### src/rtl/stream_packetizer.sv
// Frames samples read from an AXI4-Stream FIFO into fixed-length packets: SYNC_WORD, sequence
// number, PACKET_LEN samples; a starved packet is completed with PAD_WORD after TIMEOUT cycles.
module stream_packetizer #(
    parameter int               WIDTH      = 16,
    parameter int               PACKET_LEN = 256,
    parameter int               TIMEOUT    = 1024,
    parameter logic [WIDTH-1:0] SYNC_WORD  = WIDTH'(16'hA5A5),
    parameter logic [WIDTH-1:0] PAD_WORD   = WIDTH'(16'h0000)
) (
    input  logic             clk,
    input  logic             resetn,
    input  logic             s_tvalid,
    output logic             s_tready,
    input  logic [WIDTH-1:0] s_tdata,
    output logic             m_tvalid,
    input  logic             m_tready,
    output logic [WIDTH-1:0] m_tdata,
    output logic             m_tlast,
    output logic             busy,
    output logic             pkt_done,
    output logic             pad_active
);

    localparam int                CW           = $clog2(PACKET_LEN + 1);
    localparam logic [CW-1:0]     LAST_BEAT    = CW'(PACKET_LEN - 1);
    localparam logic [31:0]       TIMEOUT_LAST = 32'(TIMEOUT - 1);

    typedef enum logic [1:0] {
        IDLE,
        SEQ,
        DATA,
        PAD
    } state_t;

    state_t           state, state_nxt;
    logic [WIDTH-1:0] seq, seq_nxt;
    logic [WIDTH-1:0] tdata_nxt;
    logic             tvalid_nxt, tlast_nxt;
    logic [CW-1:0]    beat_cnt, beat_nxt;
    logic [31:0]      idle_cnt, idle_nxt;
    logic             free;

    // The single output register may only be reloaded once its current beat has left.
    assign free       = !m_tvalid || m_tready;
    assign s_tready   = (state == DATA) && free;
    assign busy       = (state != IDLE);
    assign pad_active = (state == PAD);

    always_comb begin
        // NOTE: every signal gets a default before the case so no path leaves one unassigned (no latch).
        state_nxt  = state;
        tvalid_nxt = m_tvalid;
        tdata_nxt  = m_tdata;
        tlast_nxt  = m_tlast;
        seq_nxt    = seq;
        beat_nxt   = beat_cnt;
        idle_nxt   = idle_cnt;
        if (free) begin
            tvalid_nxt = 1'b0;
            tlast_nxt  = 1'b0;
            case (state)
                IDLE: begin
                    if (s_tvalid) begin
                        tvalid_nxt = 1'b1;
                        tdata_nxt  = SYNC_WORD;
                        state_nxt  = SEQ;
                    end
                end
                SEQ: begin
                    tvalid_nxt = 1'b1;
                    tdata_nxt  = seq;
                    beat_nxt   = '0;
                    idle_nxt   = '0;
                    state_nxt  = DATA;
                end
                DATA: begin
                    if (s_tvalid) begin
                        // A sample arriving on the timeout cycle still wins over padding.
                        tvalid_nxt = 1'b1;
                        tdata_nxt  = s_tdata;
                        beat_nxt   = beat_cnt + 1'b1;
                        idle_nxt   = '0;
                        if (beat_cnt == LAST_BEAT) begin
                            tlast_nxt = 1'b1;
                            seq_nxt   = seq + 1'b1;
                            state_nxt = IDLE;
                        end
                    end else begin
                        if (idle_cnt != '1) begin
                            idle_nxt = idle_cnt + 1'b1;
                        end
                        if (TIMEOUT != 0 && idle_cnt == TIMEOUT_LAST) begin
                            state_nxt = PAD;
                        end
                    end
                end
                PAD: begin
                    tvalid_nxt = 1'b1;
                    tdata_nxt  = PAD_WORD;
                    beat_nxt   = beat_cnt + 1'b1;
                    if (beat_cnt == LAST_BEAT) begin
                        tlast_nxt = 1'b1;
                        seq_nxt   = seq + 1'b1;
                        state_nxt = IDLE;
                    end
                end
                default: state_nxt = IDLE;
            endcase
        end
    end

    always_ff @(posedge clk) begin
        // NOTE: state registers use non-blocking assignments so all of them update together at the edge.
        if (!resetn) begin
            state    <= IDLE;
            m_tvalid <= 1'b0;
            m_tdata  <= '0;
            m_tlast  <= 1'b0;
            seq      <= '0;
            beat_cnt <= '0;
            idle_cnt <= '0;
            pkt_done <= 1'b0;
        end else begin
            state    <= state_nxt;
            m_tvalid <= tvalid_nxt;
            m_tdata  <= tdata_nxt;
            m_tlast  <= tlast_nxt;
            seq      <= seq_nxt;
            beat_cnt <= beat_nxt;
            idle_cnt <= idle_nxt;
            pkt_done <= m_tvalid && m_tready && m_tlast;
        end
    end

endmodule

### config.mk
export PLATFORM = sky130hd
export DESIGN_NAME = stream_packetizer
export DESIGN_NICKNAME = d
export VERILOG_FILES = /design/src/rtl/stream_packetizer.sv
export SDC_FILE = /design/constraint.sdc
export NUM_CORES = 1
export LEC_CHECK = 0
export BUFFER_PORTS_ARGS = -buffer_cell sky130_fd_sc_hd__buf_4
export CORE_MARGIN = 10
export CORE_UTILIZATION = 45
export CTS_CLUSTER_DIAMETER = 60
export DETAILED_ROUTE_END_ITERATION = 8
export HOLD_SLACK_MARGIN = 0.15
export PLACE_DENSITY_LB_ADDON = 0.05
export RECOVER_POWER = 25
export SLEW_MARGIN = 20
export SYNTH_ARGS = -nofsm -noshare
export SYNTH_HDL_FRONTEND = slang
export SYNTH_SLANG_ARGS = --single-unit
### constraint.sdc
create_clock -name clk -period 2.2 [get_ports clk]
set_input_delay 0.55 -clock clk [delete_from_list [all_inputs] [get_ports clk]]
set_output_delay 0.55 -clock clk [all_outputs]
set_load 0.01 [all_outputs]
==> reports/qor.yml, run 1 <==
status: "complete, no violations"
area_growth_pct: 19.2
syn_inst: 481
via_per_inst: 5.95
power_leakage_nw: 1.79
p_seq_frac: 0.406
fillers: 846
start_util: 0.464
grt_pass1_vias: 3714
critPathMaxStageDelay_ns: 0.62
numPortBuffers: 41
tightest_slew_ns: 0.855
dp_hpwl_mm: 8.06
io_pins: 42
finalNonFillerCells: 666
path_cells: "ha_1 > nand3_1 > or4_4 > o31ai_4 > nor2_1 > o221a_2"
antenna_found_initial: 0
gr-usage-met3: 0.0490
synth_edf_count: 0
grt_start_max_net_pins: 36
synth_mux_area_frac: 0.0175
grt-ovfl-total: 0
wl_per_cell_um: 17.1
cts_buffers: 9
clock-skew-final_ns: 0.00950
cp_max_fo: 6
synth_adder_area_share: 0.0308
layout_commonest_cell: "dfxtp_1"
cts_tree: "done"
relSlewSlack: 0.430
synth_nets: 511
min_period_ns: 2.11
clk_pin_slew_worst_paths_ns: 0.09
drv_cap: 0
synth_xor_area_frac: 0.0431
max_clock_freq_mhz: 474
hold_viol_final: 0
grt_use_met2: 0.273
switching_share: 0.379
grt_first_pass_wirelength_mm: 18.5
root_buffer: "clkbuf_8"
initialDrtViolationCount: 243
grt_busiest_layer: "met2"
total_switching_power_mw: 1.46
criticalPathCategory: "flip-flop to flip-flop"
path_buf_inv: 0
ir_drop_mv: 0.332
via_count: 3964
clock_path_buffers: 2
ys_async_sr_fraction: 0
synth_ff_type: "dfxtp_1"
coreArea_mm2: 0.00876
layout-drive-gt1-share: 0.194
synth_compound_area_frac: 0.207
crit_path_start_kind: "flip-flop"
diodes: 0
finish.net_count: 583
synth_seq_area_share: 0.384
rows: 34
use_met1: 0.211
ys_seq_elements: 78
die-area_mm2: 0.0132
cp.arrival_ns: 2.36
die_x_um: 115
critPathTopFamily: "simple AND/OR/NAND/NOR gates"
hp-class: "input pin to flip-flop"
ctsHtreeMaxLevel: 3
finalCritPeriodShare: 0.958
syn_avg_cell_area_um2: 8.46
power_density_mw_per_mm2: 795
mostFrequentLayoutCells: "dfxtp_1 (76), buf_4 (68), nor2_1 (55), nand3_1 (32), a21oi_1 (29)"
worst_slack_ns: 0.0922
grt_use_total: 0.170
power_frac_comb: 0.330
cts_sinks: 78
maxSlewViolCount: 0
p_int_mw: 2.39
drt_pass1_iterations: 4
endpoint_kind: "flip-flop"
die_h_um: 115
clk_latency_ns: 0.36
synth-simple-area-share: 0.271
p_clk_frac: 0.264
post-place-cells: 649
yosysWarnings: 0
yosysUniqueCellTypes: 56
place_ws_ns: -0.0401
antenna_left: 0
synth_top_family_by_area: "simple AND/OR/NAND/NOR gates"
synth_area_mm2: 0.00407
gp_congestion: 0.863
setup_viol: 0
drc: 0
hold_ws_ns: 0.464
required_ns: 2.45
critPathSlowestCell: "or4_4"
routed_wl_mm: 11.4
flip-flops by register name, summed over array words and instances (netlist names):
register / flops
beat_cnt: 9
idle_cnt: 32
m_tdata: 16
m_tlast: 1
m_tvalid: 1
pkt_done: 1
seq: 16
state: 2
power groups by stage:
stage	clock network, mW	logic (mW)	registers (mW)
final	1.02	1.27	1.57
after global routing	1.12	1.39	1.58
after CTS	1.05	1.33	1.57
after detailed placement	0	1.32	1.60
after global placement	0	1.32	1.60
after floorplan	0	0.759	1.63
cell families after synthesis:
logic type                 after synthesis
AOI/OAI and AO/OA                      122
xor gates and xnor gates                20
adders and majority gates               10
buffers and inverters                   38
DFF                                     78
muxes                                    7
and+or+nand+nor                        206
per-stage QoR:
stage               utilization  TNS, ns  area, um^2  power, mW
finish                    0.554        0        4850       3.85
global route              0.554  -0.0372        4850       4.10
CTS                       0.561        0        4920       3.95
detailed placement        0.539  -0.0949        4720       2.92
global placement          0.539        0        4720       2.92
floorplan                     -        0        4070       2.39
cell type report:
cell class	count	area, um^2	area share
inverters	10	37.5	0.00774
well taps	108	135	0.0279
clock inverters	7	55.1	0.0113
multi-input cells	365	2340	0.482
repair buffers	89	597	0.123
clock buffers	9	124	0.0255
flip-flops and latches	78	1560	0.322
synth_stat cells (7+ instances only):
cell type | instances | area (um^2)
o21ai_0 | 22 | 110
nand2_1 | 23 | 86.3
ha_1 | 10 | 125
or3_1 | 8 | 50.1
clkbuf_1 | 17 | 63.8
nand4_1 | 15 | 93.8
nand3_1 | 32 | 160
a22oi_1 | 16 | 120
a31oi_1 | 11 | 68.8
and3_1 | 12 | 75.1
nor3_1 | 14 | 70.1
dfxtp_1 | 78 | 1560
nor4_1 | 12 | 75.1
a22o_1 | 8 | 70.1
nor2_1 | 55 | 206
and4_1 | 7 | 61.3
a211oi_1 | 11 | 82.6
inv_1 | 9 | 33.8
and2_1 | 7 | 43.8
xnor2_1 | 14 | 123
a21oi_1 | 29 | 145
worst register-to-register path, delay by kind of cell (launching register included):
family          cells  cell delay, ns
simple gates        3            0.85
fa+ha+maj           1            0.16
flops               1            0.34
compound gates      2            0.65
timing repair:
action | 4_1_cts | 5_1_grt
hold buffers | 0 | 0
hold endpoints to repair | 0 | 0
setup endpoints to repair | 15 | 12
pin swaps | 1 | 3
setup buffers | 1 | 1
gates resized for setup | 2 | 5
layer usage:
metal	routed length, um	up-vias
met5	0	-
met4	193	0
met3	697	23
met2	5460	110
met1	5050	1895
li1	-	1936
final timing paths:
kind,startpoint,endpoint,slack (ns),cells after the start
hold / removal,m_tready,pkt_done$_SDFF_PN0_,0.46,2
hold reg to reg,beat_cnt[8]$_SDFFE_PN0P_,beat_cnt[8]$_SDFFE_PN0P_,0.50,2
setup / recovery,idle_cnt[1]$_SDFFE_PN0P_,idle_cnt[10]$_SDFFE_PN0P_,0.09,6
setup reg to reg,idle_cnt[1]$_SDFFE_PN0P_,idle_cnt[10]$_SDFFE_PN0P_,0.09,6
Power figures use the tool's default switching activity.
==> run 2, diff against run 1 <==
PLACE_DENSITY_LB_ADDON = 0.15   (was 0.05)
==> reports/qor.yml, run 2 (synthesis gave the netlist of run 1 again) <==
clock_path_buffers: 2  # unchanged
routed_wl_mm: 11.0  # was 11.4 mm
p_int_mw: 2.63  # was 2.39 mW
total_power_mw: 4.05  # was 3.85 mW
hold_viol_final: 0  # unchanged
largest_register: "idle_cnt"  # unchanged
ir_drop_mv: 0.454  # was 0.332 mV
crit_path_start_kind: "flip-flop"  # unchanged
largest_reg_flops: 32  # unchanged
drv_cap: 0  # unchanged
max_clock_freq_mhz: 461  # was 474 MHz
wl_met3_um: 655  # was 697 um
antenna_left: 0  # unchanged
drc: 0  # unchanged
critPathTopFamily: "compound AO/OA/AOI/OAI gates"  # was simple AND/OR/NAND/NOR gates
post-place-cells: 650  # was 649
clk_latency_ns: 0.35  # was 0.36 ns
clock-skew-final_ns: 0.0101  # was 0.00950 ns
clk_pin_slew_worst_paths_ns: 0.09  # about the same
grt_setup_unrepaired: "yes"
wl_per_cell_um: 16.4  # was 17.1 um
via_per_inst: 5.75  # was 5.95
p_seq_frac: 0.388  # was 0.406
finalCritPeriodShare: 0.985  # was 0.958
relSlewSlack: 0.141  # was 0.430
start_util: 0.464  # unchanged
grt_first_pass_wirelength_mm: 18.2  # was 18.5 mm
top_layer: "met4"  # unchanged
biggestRegsByFlops: "idle_cnt (32), m_tdata (16), seq (16)"  # unchanged
critPathSlowestCell: "a31oi_1"  # was or4_4
multi_input_area_mm2: 0.00237  # was 0.00234 mm^2
finish.net_count: 586  # was 583
power_leakage_nw: 1.82  # was 1.79 nW
setup_viol: 0  # unchanged
layout-drive-gt1-share: 0.204  # was 0.194
finalNonFillerCells: 668  # was 666
fillers: 834  # was 846
wl_met2_mm: 5.24  # was 5.46 mm
antenna_found_initial: 0  # unchanged
status: "complete, no violations"  # unchanged
required_ns: 2.45  # about the same
hp-class: "input pin to flip-flop"  # unchanged
dp_hpwl_mm: 7.78  # was 8.06 mm
io_pins: 42  # unchanged
grt_start_max_net_pins: 31  # was 36
die_h_um: 115  # unchanged
cts_buffers: 9  # unchanged
die-area_mm2: 0.0132  # unchanged
cp.arrival_ns: 2.42  # was 2.36 ns
via_count: 3843  # was 3964
grt_pass1_vias: 3767  # was 3714
total_switching_power_mw: 1.42  # was 1.46 mW
critPathMaxStageDelay_ns: 0.48  # was 0.62 ns
tightest_slew_ns: 1.29  # was 0.855 ns
layout_commonest_cell: "dfxtp_1"  # unchanged
rows: 34  # unchanged
criticalPathCategory: "flip-flop to flip-flop"  # unchanged
hold_ws_ns: 0.495  # was 0.464 ns
cts_sinks: 78  # unchanged
min_period_ns: 2.17  # was 2.11 ns
area_growth_pct: 21.4  # was 19.2%
path_buf_inv: 2  # was 0
initialDrtViolationCount: 221  # was 243
endpoint_kind: "flip-flop"  # unchanged
root_buffer: "clkbuf_8"  # unchanged
numPortBuffers: 41  # unchanged
grt_use_total: 0.166  # was 0.170
fin_util: 0.564  # was 0.554
mostFrequentLayoutCells: "dfxtp_1 (76), buf_4 (68), nor2_1 (55), nand3_1 (31), a21oi_1 (29)"  # was dfxtp_1 (76), buf_4 (68), nor2_1 (55), nand3_1 (32), a21oi_1 (29)
grt-ovfl-total: 0  # unchanged
regArea_mm2: 0.00156  # unchanged
m1WireLength_mm: 4.97  # was 5.05 mm
path_cells: "inv_1 > ha_1 > nor2b_2 > buf_4 > and4_1 > a31oi_1 > nand3_1 > o211a_1"  # was ha_1 > nand3_1 > or4_4 > o31ai_4 > nor2_1 > o221a_2
power_density_mw_per_mm2: 819  # was 795 mW/mm^2
ctsHtreeMaxLevel: 3  # unchanged
coreArea_mm2: 0.00876  # unchanged
diodes: 0  # unchanged
gp_congestion: 0.906  # was 0.863
cts_tree: "done"  # unchanged
maxSlewViolCount: 0  # unchanged
die_x_um: 115  # unchanged
p_clk_frac: 0.291  # was 0.264
cp_max_fo: 7  # was 6
power_frac_comb: 0.321  # was 0.330
switching_share: 0.351  # was 0.379
drt_pass1_iterations: 5  # was 4
-- run 2: changes by cell type in the layout (fill, tap and decap cells not counted), sizes merged --
| cell | delta |
|---|---|
| clkinvlp | -2 |
| clkbuf | +1 |
| inv | -3 |
| clkinv | +2 |
| buf | +2 |
| bufinv | +2 |
-- run 2: path summary, 6_finish.rpt --
check | start | end | slack, ns | cells after the start
worst max-delay path | state[0]$_SDFFE_PN0P_ | idle_cnt[26]$_SDFFE_PN0P_ | 0.03 | 8
worst min-delay path | m_tready | pkt_done$_SDFF_PN0_ | 0.49 | 2
worst max register to register | state[0]$_SDFFE_PN0P_ | idle_cnt[26]$_SDFFE_PN0P_ | 0.03 | 8
worst min register to register | beat_cnt[8]$_SDFFE_PN0P_ | beat_cnt[8]$_SDFFE_PN0P_ | 0.49 | 2
-- run 2: final cells by class --
| type | count | area share |
|---|---|---|
| Multi-Input combinational cell | 365 | 0.479 |
| Sequential cell | 78 | 0.317 |
| Timing Repair Buffer | 92 | 0.126 |
| Tap cell | 108 | 0.0273 |
| Clock buffer | 9 | 0.0251 |
| Clock inverter | 6 | 0.0177 |
| Inverter | 10 | 0.00760 |
-- run 2: power groups by stage --
| stage | Clock [mW] | Sequential [mW] | Combinational (mW) |
|---|---|---|---|
| 2_1_floorplan | 0 | 1.63 | 0.759 |
| 3_3_place_gp | 0 | 1.60 | 1.32 |
| 3_5_place_dp | 0 | 1.61 | 1.33 |
| 4_1_cts | 1.20 | 1.57 | 1.36 |
| 5_1_grt | 1.26 | 1.58 | 1.43 |
| 6_report | 1.18 | 1.57 | 1.30 |
-- run 2: worst reg2reg max path, delay by kind of cell, from the launching register on --
kind	cells	cell delay (ns)
fa+ha+maj	1	0.23
simple gates	3	0.59
buf+inv	2	0.24
compound gates	2	0.65
flops	1	0.36
-- run 2: per-stage QoR --
stage               instance area (um^2)  TNS, ns  worst slack [ns]
floorplan                           4070        0            0.0717
global placement                    4720  -0.0274           -0.0124
detailed placement                  4720   -0.440           -0.0592
CTS                                 4950        0            0.0108
global route                        4940  -0.0403           -0.0162
finish                              4940        0            0.0326
-- run 2: layer usage --
metal  global-route usage  vias up
met1                0.206     1793
met3               0.0500       12
li1                     -     1942
met4               0.0495        0
met5                    0        -
met2                0.272       96
-- run 2: repair_timing --
item	CTS	global route
resized for setup	2	13
setup endpoints to repair	29	27
hold buffers	0	0
buffers inserted	1	2
pin swaps	2	3
==> run 3, diff against run 2 <==
CORE_MARGIN = default   (was 10)
CORE_UTILIZATION = 53   (was 45)
TNS_END_PERCENT = 30   (was default)
==> reports/qor.yml, run 3 (synthesis gave the netlist of run 1 again) <==
layout-drive-gt1-share: 0.209  # was 0.204
criticalPathCategory: "flip-flop to flip-flop"  # unchanged
largest_reg_flops: 32  # unchanged
finalCritPeriodShare: 0.972  # was 0.985
post-place-cells: 630  # was 650
antenna_left: 0  # unchanged
start_util: 0.555  # was 0.464
die-area_mm2: 0.00803  # was 0.0132 mm^2
gp_congestion: 0.908  # was 0.906
p_int_mw: 2.65  # was 2.63 mW
cp_num_cells: 10  # was 8
cpMostUsedCell: "buf_4"
cp.arrival_ns: 2.37  # was 2.42 ns
power_density_mw_per_mm2: 826  # was 819 mW/mm^2
tightest_slew_ns: 0.789  # was 1.29 ns
path_cells: "ha_2 > nand3_1 > buf_4 > nor4_2 > buf_4 > buf_4 > buf_4 > a31oi_1 > o311ai_0 > o31ai_1"  # was inv_1 > ha_1 > nor2b_2 > buf_4 > and4_1 > a31oi_1 > nand3_1 > o211a_1
diodes: 0  # unchanged
reg2reg_from: "idle_cnt[0]$_SDFFE_PN0P_"  # was state[0]$_SDFFE_PN0P_
drt_pass1_iterations: 5  # unchanged
setup_viol: 0  # unchanged
layout_commonest_cell: "dfxtp_1"  # unchanged
root_buffer: "clkbuf_8"  # unchanged
hp-class: "input pin to flip-flop"  # unchanged
critPathLaunch: "idle_cnt[0]$_SDFFE_PN0P_"  # was state[0]$_SDFFE_PN0P_
initialDrtViolationCount: 274  # was 221
switching_share: 0.349  # was 0.351
p_clk_frac: 0.306  # was 0.291
coreArea_mm2: 0.00733  # was 0.00876 mm^2
wl_per_cell_um: 16.3  # was 16.4 um
clk_pin_slew_worst_paths_ns: 0.09  # about the same
clk_latency_ns: 0.35  # about the same
relSlewSlack: 0.474  # was 0.141
p_seq_frac: 0.385  # was 0.388
routed_wl_mm: 10.6  # was 11.0 mm
grt_first_pass_wirelength_mm: 17.0  # was 18.2 mm
maxSlewViolCount: 0  # unchanged
cts_tree: "done"  # unchanged
critPathSlowestCell: "dfxtp_2"  # was a31oi_1
biggestRegsByFlops: "idle_cnt (32), m_tdata (16), seq (16)"  # unchanged
via_count: 3979  # was 3843
finish.net_count: 581  # was 586
hold_depth: 2  # unchanged
cts_buffers: 9  # unchanged
via_per_inst: 6.07  # was 5.75
area_growth_pct: 20.9  # was 21.4%
cp_max_fo: 7  # unchanged
die_x_um: 89.6  # was 115 um
fin_util: 0.671  # was 0.564
dp_hpwl_mm: 7.30  # was 7.78 mm
power_leakage_nw: 1.81  # was 1.82 nW
grt_pass1_vias: 3631  # was 3767
ctsHtreeMaxLevel: 3  # unchanged
clock-skew-final_ns: 0.0100  # was 0.0101 ns
rows: 31  # was 34
total_switching_power_mw: 1.42  # about the same
numPortBuffers: 41  # unchanged
die_h_um: 89.6  # was 115 um
drc: 0  # unchanged
crit_path_start_kind: "flip-flop"  # unchanged
rr_worst_depth: 10  # was 8
finalNonFillerCells: 655  # was 668
grt-ovfl-total: 0  # unchanged
mostFrequentLayoutCells: "dfxtp_1 (75), buf_4 (67), nor2_1 (55), nand3_1 (32), a21oi_1 (29)"  # was dfxtp_1 (76), buf_4 (68), nor2_1 (55), nand3_1 (31), a21oi_1 (29)
ir_drop_mv: 0.476  # was 0.454 mV
critPathMaxStageDelay_ns: 0.34  # was 0.48 ns
antenna_found_initial: 0  # unchanged
path_buf_inv: 4  # was 2
min_period_ns: 2.14  # was 2.17 ns
grt_start_max_net_pins: 36  # was 31
power_frac_comb: 0.309  # was 0.321
max_clock_freq_mhz: 467  # was 461 MHz
fillers: 626  # was 834
critPathTopFamily: "buffers and inverters"  # was compound AO/OA/AOI/OAI gates
clock_path_buffers: 2  # unchanged
cts_sinks: 78  # unchanged
largest_register: "idle_cnt"  # unchanged
cts_hold_buf: 0  # unchanged
hold_viol_final: 0  # unchanged
min_from: "m_tready"  # unchanged
hold_ws_ns: 0.486  # was 0.495 ns
drv_cap: 0  # unchanged
required_ns: 2.43  # was 2.45 ns
status: "complete, no violations"  # unchanged
endpoint_kind: "flip-flop"  # unchanged
grt_use_total: 0.275  # was 0.166
io_pins: 42  # unchanged
-- run 3: cell count changes in the layout (fill, tap and decap cells not counted), sizes merged --
cell      before  now
clkinv         4    2
inv           10   11
clkinvlp       0    1
buf           71   67
-- run 3: timing repair --
action | 4_1_cts | 5_1_grt
buffers inserted | 1 | 9
resized for setup | 3 | 15
pin swaps | 1 | 4
cloned | 0 | 0
setup endpoints to repair | 6 | 23
-- run 3: metrics by stage --
stage	power (mW)	worst slack (ns)	cell area, um^2	setup TNS [ns]
after floorplan	2.39	0.0717	4070	0
after detailed placement	2.88	-0.00936	4620	-0.00936
after global placement	2.86	0.0381	4620	0
final	4.07	0.0609	4920	0
after global routing	4.27	-0.0126	4920	-0.0160
after CTS	4.12	0.00494	4880	0
-- run 3: cell type report --
cell class | count | area [um^2] | share of cell area
tap | 99 | 124 | 0.0252
clock inverter | 6 | 93.8 | 0.0191
sequential | 78 | 1570 | 0.318
timing repair buffer | 87 | 578 | 0.117
clock buffer | 10 | 138 | 0.0280
multi-input combinational | 365 | 2380 | 0.484
inverter | 10 | 37.5 | 0.00763
-- run 3: power by group through the flow --
stage	clock network, mW	registers [mW]	logic [mW]
after floorplan	0	1.63	0.759
after global placement	0	1.60	1.26
after detailed placement	0	1.60	1.28
after CTS	1.26	1.57	1.30
after global routing	1.33	1.58	1.36
final	1.24	1.57	1.26
-- run 3: worst paths after layout --
check                                   end  slack (ns)
setup / recovery  idle_cnt[20]$_SDFFE_PN0P_        0.06
hold / removal          pkt_done$_SDFF_PN0_        0.49
setup reg to reg  idle_cnt[20]$_SDFFE_PN0P_        0.06
hold reg to reg   idle_cnt[20]$_SDFFE_PN0P_        0.49
-- run 3: routing by layer --
layer  wire length [um]  vias up  share of wire  track usage
met5                  0        -              0            0
met4                229        0          0.022        0.115
met3                669       30          0.063       0.0494
met2               5270      152           0.49        0.462
met1               4480     1858           0.42        0.348
li1                   -     1939              -            -
